===== config.mk =====
export PLATFORM = sky130hd
export DESIGN_NAME = jtkicker_vtimer_flat
export DESIGN_NICKNAME = d
export VERILOG_FILES = /design/src/rtl/jtkicker_pkg.sv /design/src/rtl/jtkicker_vtimer_if.sv /design/src/rtl/jtkicker_vtimer.sv /design/src/flat_wrapper.sv
export SDC_FILE = /design/constraint.sdc
export NUM_CORES = 1
export LEC_CHECK = 0
export BUFFER_PORTS_ARGS = -buffer_cell sky130_fd_sc_hd__buf_2
export CORE_MARGIN = 2
export CORE_UTILIZATION = 54
export CTS_CLUSTER_DIAMETER = 200
export DETAILED_ROUTE_END_ITERATION = 8
export HOLD_SLACK_MARGIN = 0.1
export PLACE_DENSITY = 0.78
export SYNTH_ARGS = -nofsm -noshare
export SYNTH_HDL_FRONTEND = slang
export SYNTH_SLANG_ARGS = --single-unit
export TNS_END_PERCENT = 30

===== constraint.sdc =====
create_clock -name clk -period 2.76 [get_ports clk]
set_clock_uncertainty 0.15 [all_clocks]
set_input_delay 0.138 -clock clk [delete_from_list [all_inputs] [get_ports clk]]
set_output_delay 0.138 -clock clk [all_outputs]
set_load 0.1 [all_outputs]

===== src/rtl/jtkicker_pkg.sv =====
// Default Kicker video timing constants shared by the video blocks and their bench.
package jtkicker_pkg;

  localparam int HTOTAL   = 384;
  localparam int VTOTAL   = 264;
  localparam int HB_START = 256;
  localparam int HS_START = 296;
  localparam int HS_END   = 328;
  localparam int VB_START = 240;
  localparam int VB_END   = 16;
  localparam int VS_START = 248;
  localparam int VS_END   = 256;

  // Counter width large enough for the longer of the two default periods.
  localparam int VT_CW = $clog2((HTOTAL > VTOTAL) ? HTOTAL : VTOTAL);

endpackage


===== src/rtl/jtkicker_vtimer_if.sv =====
// Video timing bundle between the timer (master) and its consumers (slave).
interface jtkicker_vtimer_if import jtkicker_pkg::*; ();

  // pxl_cen is a one-clk strobe with no back-pressure; every output is a
  // registered level that changes only on a pxl_cen clk (irq also on irq_en low).
  logic              pxl_cen;
  logic              irq_en;
  logic [VT_CW-1:0]  hdump;
  logic [VT_CW-1:0]  vdump;
  logic              LHBL;
  logic              LVBL;
  logic              HS;
  logic              VS;
  logic              irq;

  modport master (
    input  pxl_cen, irq_en,
    output hdump, vdump, LHBL, LVBL, HS, VS, irq
  );

  modport slave (
    output pxl_cen, irq_en,
    input  hdump, vdump, LHBL, LVBL, HS, VS, irq
  );

endinterface


===== src/rtl/jtkicker_vtimer.sv =====
// Kicker video timing: pixel/line counters, blanking, syncs and the vblank irq latch.
module jtkicker_vtimer #(
  parameter int HTOTAL   = jtkicker_pkg::HTOTAL,
  parameter int VTOTAL   = jtkicker_pkg::VTOTAL,
  parameter int HB_START = jtkicker_pkg::HB_START,
  parameter int HS_START = jtkicker_pkg::HS_START,
  parameter int HS_END   = jtkicker_pkg::HS_END,
  parameter int VB_START = jtkicker_pkg::VB_START,
  parameter int VB_END   = jtkicker_pkg::VB_END,
  parameter int VS_START = jtkicker_pkg::VS_START,
  parameter int VS_END   = jtkicker_pkg::VS_END
) (
  input  logic              clk,
  input  logic              rst,
  jtkicker_vtimer_if.master vif
);

  localparam int CW = jtkicker_pkg::VT_CW;

  localparam bit PARAMS_OK =
    (HB_START < HTOTAL) &&
    (HS_START < HS_END) && (HS_END <= HTOTAL) &&
    (VB_END < VB_START) && (VB_START < VTOTAL) &&
    (VS_START < VS_END) && (VS_END <= VTOTAL) &&
    (HTOTAL <= 512) && (VTOTAL <= 512);

  logic [CW-1:0] r_hdump, r_vdump;
  logic          r_lhbl, r_lvbl, r_hs, r_vs, r_irq;

  logic [CW-1:0] w_hdump_nxt, w_vdump_nxt;
  logic          w_h_last;
  logic          w_lhbl_nxt, w_lvbl_nxt, w_hs_nxt, w_vs_nxt;
  logic          w_irq_set;

  // Flags decode the next counter values so they land together with the counters.
  always_comb begin
    w_h_last    = (32'(r_hdump) == HTOTAL - 1);
    w_hdump_nxt = w_h_last ? '0 : r_hdump + 1'b1;
    w_vdump_nxt = r_vdump;
    if (w_h_last) begin
      w_vdump_nxt = (32'(r_vdump) == VTOTAL - 1) ? '0 : r_vdump + 1'b1;
    end
    w_lhbl_nxt = (32'(w_hdump_nxt) < HB_START);
    w_lvbl_nxt = !((32'(w_vdump_nxt) >= VB_START) || (32'(w_vdump_nxt) < VB_END));
    w_hs_nxt   = (32'(w_hdump_nxt) >= HS_START) && (32'(w_hdump_nxt) < HS_END);
    w_vs_nxt   = (32'(w_vdump_nxt) >= VS_START) && (32'(w_vdump_nxt) < VS_END);
    w_irq_set  = vif.pxl_cen && r_lvbl && !w_lvbl_nxt;
  end

  always_ff @(posedge clk) begin
    if (rst) begin
      r_hdump <= '0;
      r_vdump <= '0;
      r_lhbl  <= 1'b0;
      r_lvbl  <= 1'b0;
      r_hs    <= 1'b0;
      r_vs    <= 1'b0;
      r_irq   <= 1'b0;
    end else begin
      if (vif.pxl_cen) begin
        r_hdump <= w_hdump_nxt;
        r_vdump <= w_vdump_nxt;
        r_lhbl  <= w_lhbl_nxt;
        r_lvbl  <= w_lvbl_nxt;
        r_hs    <= w_hs_nxt;
        r_vs    <= w_vs_nxt;
      end
      // A low enable clears regardless of pxl_cen and beats a same-cycle set.
      if (!vif.irq_en) begin
        r_irq <= 1'b0;
      end else if (w_irq_set) begin
        r_irq <= 1'b1;
      end
    end
  end

  always_ff @(posedge clk) begin
    assert (PARAMS_OK) else $error("jtkicker_vtimer: illegal timing parameters");
  end

  assign vif.hdump = r_hdump;
  assign vif.vdump = r_vdump;
  assign vif.LHBL  = r_lhbl;
  assign vif.LVBL  = r_lvbl;
  assign vif.HS    = r_hs;
  assign vif.VS    = r_vs;
  assign vif.irq   = r_irq;

endmodule


===== src/flat_wrapper.sv =====
// flat-port wrapper written by rule: the top's interface ports become plain ports
module jtkicker_vtimer_flat 
#(
  parameter int HTOTAL   = jtkicker_pkg::HTOTAL,
  parameter int VTOTAL   = jtkicker_pkg::VTOTAL,
  parameter int HB_START = jtkicker_pkg::HB_START,
  parameter int HS_START = jtkicker_pkg::HS_START,
  parameter int HS_END   = jtkicker_pkg::HS_END,
  parameter int VB_START = jtkicker_pkg::VB_START,
  parameter int VB_END   = jtkicker_pkg::VB_END,
  parameter int VS_START = jtkicker_pkg::VS_START,
  parameter int VS_END   = jtkicker_pkg::VS_END
)
  (clk, rst, vif_pxl_cen, vif_irq_en, vif_hdump, vif_vdump, vif_LHBL, vif_LVBL, vif_HS, vif_VS, vif_irq);
  jtkicker_vtimer_if vif_i ();
  input  logic clk;
  input  logic rst;
  input wire logic [$bits(vif_i.pxl_cen)-1:0] vif_pxl_cen;
  input wire logic [$bits(vif_i.irq_en)-1:0] vif_irq_en;
  output wire logic [$bits(vif_i.hdump)-1:0] vif_hdump;
  output wire logic [$bits(vif_i.vdump)-1:0] vif_vdump;
  output wire logic [$bits(vif_i.LHBL)-1:0] vif_LHBL;
  output wire logic [$bits(vif_i.LVBL)-1:0] vif_LVBL;
  output wire logic [$bits(vif_i.HS)-1:0] vif_HS;
  output wire logic [$bits(vif_i.VS)-1:0] vif_VS;
  output wire logic [$bits(vif_i.irq)-1:0] vif_irq;
  assign vif_i.pxl_cen = vif_pxl_cen;
  assign vif_i.irq_en = vif_irq_en;
  assign vif_hdump = vif_i.hdump;
  assign vif_vdump = vif_i.vdump;
  assign vif_LHBL = vif_i.LHBL;
  assign vif_LVBL = vif_i.LVBL;
  assign vif_HS = vif_i.HS;
  assign vif_VS = vif_i.VS;
  assign vif_irq = vif_i.irq;
  jtkicker_vtimer #(.HTOTAL(HTOTAL), .VTOTAL(VTOTAL), .HB_START(HB_START), .HS_START(HS_START), .HS_END(HS_END), .VB_START(VB_START), .VB_END(VB_END), .VS_START(VS_START), .VS_END(VS_END)) u_core (.clk(clk), .rst(rst), .vif(vif_i));
endmodule

==> flow_metrics.tcl <==
set metrics [dict create \
    critical_path.max_fanout 9 \
    number_of_warnings_printed_during_yosys_synthesis 0 \
    clock_share_of_power_pct 26.1 \
    slew_headroom_pct 63.12 \
    clk_pin_slew_worst_paths_ns 0.12 \
    firstDrtPassIters 4 \
    clock_path_buffers 2 \
    synthDominantAreaCellType "sky130_fd_sc_hd__dfxtp_1" \
    overflow 0 \
    detail_route.wl_per_cell_um 13.67 \
    maxCapViolCount 0 \
    synth.area.top_cells "sky130_fd_sc_hd__dfxtp_1 (32%), sky130_fd_sc_hd__nor2_1 (5.2%), sky130_fd_sc_hd__a21oi_1 (4.9%)" \
    final.setup.tns_ns 0 \
    timing.final.max_slew_violations 0 \
    critical_path.startpoint_type "register" \
    critical_path_slowest_stage_cell "sky130_fd_sc_hd__dfxtp_2" \
    max_stage_delay_ns 0.39 \
    routed_via_density 5.875 \
    floorplan.rows 18 \
    grt_antenna_before_repair 0 \
    cp.arrival_ns 2.32 \
    run_status "finished, final reports clean" \
    hold_ws_ns 0.1020 \
    floorplan.die.height_um 55.46 \
    synth.yosys.seq_area_share_pct 32.20 \
    layout.nets 201 \
    synthesis.area_um2 1430 \
    postCtsResizedCells 0 \
    dieWidth_um 55.46 \
    final_period_minus_worst_setup_slack_ns 2.206 \
    combPwrFrac_pct 13.9 \
    slew_worst_pin_ns 0.5503 \
    total_leakage_power_nw 0.6537 \
    ant_diodes 0 \
    vias 1316 \
    largest_family_of_logic_cells_by_synthesized_area "simple AND/OR/NAND/NOR gates" \
    final_min_period_over_clock_period_pct 79.93 \
    finalHoldViolations 0 \
    initial_core_util_pct 57.21 \
    gate_count_of_the_mapped_netlist 173 \
    cp.required_ns 2.87 \
    cts_inserted_buffers 3 \
    final_hpwl_dp_um 2175 \
    p_sw_mw 0.1653 \
    synth-simple-area-share_pct 33.25 \
    share_seq_of_total_power_pct 60.0 \
    sw_frac_of_total_pct 28.66 \
    unrepaired_setup_endpoints_after_global_routing "false" \
    design.die.area_um2 3076 \
    achievable-frequency_mhz 453.3 \
    min-delay-path-class "in -> reg" \
    max_h_tree_level 1 \
    adder_cell_share_of_the_synthesized_area_pct 1.750 \
    path_cells "ha_1 -> nand4_4 -> nor2_2 -> a31oi_1 -> a211o_1 -> a21oi_2 -> a32o_2" \
    worst_vdd_drop_mv 0.4592 \
    place_congestion 0.9154 \
    post-synth-top-area-fraction_pct 32.20 \
    worstSkewPairLatency_ns 0.30 \
    timing.critical_path.to_type "register" \
    dp_worst_setup_slack_ns 0.6107 \
    ys_types 49 \
    drt-total-wl_um 3063 \
    dpl_cell_area_um2 1523 \
    post_synth.cell_area_avg_um2 8.267 \
    tritoncts_clock_tree "yes" \
    synthXorXnorAreaFrac_pct 4.899 \
    timing.final.ws_setup_ns 0.5538 \
    drt_iter0_drc 35 \
    internal_cell_power_mw 0.4116 \
    boundaryPins 27 \
    grt_max_degree 25 \
    clock-root-buffer "sky130_fd_sc_hd__clkbuf_4" \
    clock_sinks 23 \
    ys_seq_elements 23 \
    synth_mux_area_share_pct 2.800 \
    placement.io_buffers 26 \
    area.growth.synth_to_final_pct 9.711 \
    p_per_area_nw_per_um2 367.7 \
    route.detailed.drc 0 \
    finish.cell_count_without_fillers 224 \
    design_area_um2 1569 \
    timing_worst_setup_path_type "reg -> reg" \
    finalSetupViolCount 0 \
    synth_compound_area_share_pct 18.37 \
    first_global_vias 1151 \
    design.core.area_um2 2500 \
    final_layout_size_suffix_gt1_share_pct 23.71 \
    grt_use_total_pct 20.21 \
    dpl.cell_count 218 \
    mappedNetlistNets 179 \
    grt_first_pass_wirelength_um 5140 \
    ant_nets 0 \
]
==> power by group through the flow <==
stage | clock network [mW] | logic, mW | registers (mW)
final | 0.151 | 0.0800 | 0.346
after global routing | 0.175 | 0.0844 | 0.348
after CTS | 0.157 | 0.0803 | 0.346
after detailed placement | 0 | 0.0782 | 0.354
after global placement | 0 | 0.0775 | 0.353
after floorplan | 0 | 0.0269 | 0.393
==> layer usage <==
layer / track usage, % / up-vias / wire [um]
li1: - / 671 / -
met1: 27.68 / 616 / 1515
met2: 33.16 / 27 / 1429
met3: 5.152 / 2 / 103
met4: 2.091 / 0 / 15
met5: 0 / - / 0
==> state kept, by name, indices dropped and copies added (netlist names) <==
signal and cells:
u_core.vif.HS 1, u_core.vif.VS 1, u_core.vif.hdump 9, u_core.vif.irq 1, u_core.vif.LVBL 1, u_core.vif.vdump 9, u_core.vif.LHBL 1
==> Yosys cell counts, drive strengths merged <==
master  number
a211o        1
a211oi       3
a21oi       16
a311oi       1
a31oi        4
a32o         1
a41oi        1
and2         2
and3         3
and4         2
buf          6
clkbuf       5
dfxtp       23
ha           2
inv          5
mux2i        4
nand2       17
nand2b       3
nand3        7
nand3b       1
nand4        6
nand4b       1
nor2        21
nor3         9
nor3b        2
nor4         1
nor4b        3
o211ai       1
o21a         2
o21ai        6
o22ai        1
o311ai       1
o31a         1
o31ai        1
or2          1
or4          1
xnor2        3
xor2         5
==> area by class of cell <==
cell class / instances / area, um2
well taps: 30 / 37.54
fillers: 230 / 930.9
repair buffers: 28 / 150.1
multi-input cells: 134 / 873.3
inverters: 5 / 18.77
clock buffers: 4 / 26.28
flip-flops and latches: 23 / 462.9
==> kinds of logic after synthesis <==
kind of cell               after synthesis
buffers and inverters                   16
and+or+nand+nor                         80
xor gates and xnor gates                 8
DFF                                     23
muxes                                    4
adders and majority gates                2
AOI/OAI and AO/OA                       40
==> path summary, 6_finish.rpt <==
kind,start,to,cells past startpoint,slack (ns)
setup reg to reg,u_core.vif.hdump[0]$_SDFFE_PP0P_,u_core.vif.VS$_SDFFE_PP0P_,7,0.55
hold reg to reg,u_core.vif.HS$_SDFFE_PP0P_,u_core.vif.HS$_SDFFE_PP0P_,2,0.32
hold / removal,vif_pxl_cen,u_core.vif.LHBL$_SDFFE_PP0P_,3,0.10
setup / recovery,u_core.vif.hdump[0]$_SDFFE_PP0P_,u_core.vif.VS$_SDFFE_PP0P_,7,0.55
==> per-stage QoR <==
stage          util (%)  power (mW)
2_1_floorplan         -      0.4201
3_3_place_gp      60.91      0.4304
3_5_place_dp      60.91      0.4317
4_1_cts           62.76      0.5838
5_1_grt           62.76      0.6073
6_report          62.76      0.5769
==> cell usage in the layout (no fill, tap or decap), types with 3 or more instances in the layout <==
cell,instances
sky130_fd_sc_hd__xnor2_1,3
sky130_fd_sc_hd__and3_1,3
sky130_fd_sc_hd__dfxtp_1,21
sky130_fd_sc_hd__a21oi_1,14
sky130_fd_sc_hd__a31oi_1,4
sky130_fd_sc_hd__xor2_1,5
sky130_fd_sc_hd__mux2i_1,4
sky130_fd_sc_hd__inv_1,5
sky130_fd_sc_hd__nor2_1,20
sky130_fd_sc_hd__nand3_1,7
sky130_fd_sc_hd__buf_2,26
sky130_fd_sc_hd__nor3_1,7
sky130_fd_sc_hd__nand2b_1,3
sky130_fd_sc_hd__o21ai_0,5
sky130_fd_sc_hd__a211oi_1,3
sky130_fd_sc_hd__nand2_1,17
sky130_fd_sc_hd__nand4_1,4
sky130_fd_sc_hd__clkbuf_4,3
==> timing repair <==
action / in CTS / in global routing
setup buffers: 0 / 0
endpoints found under the hold margin: 12 / 0
hold buffers: 2 / 0
==> worst max-delay path, delay by kind of cell (launching register included) <==
family                     cells  cell delay, ns
and+or+nand+nor                2            0.53
AOI/OAI and AO/OA              4            0.80
adders and majority gates      1            0.29
DFF                            1            0.39
No activity file was read; power rests on OpenSTA's default activity.
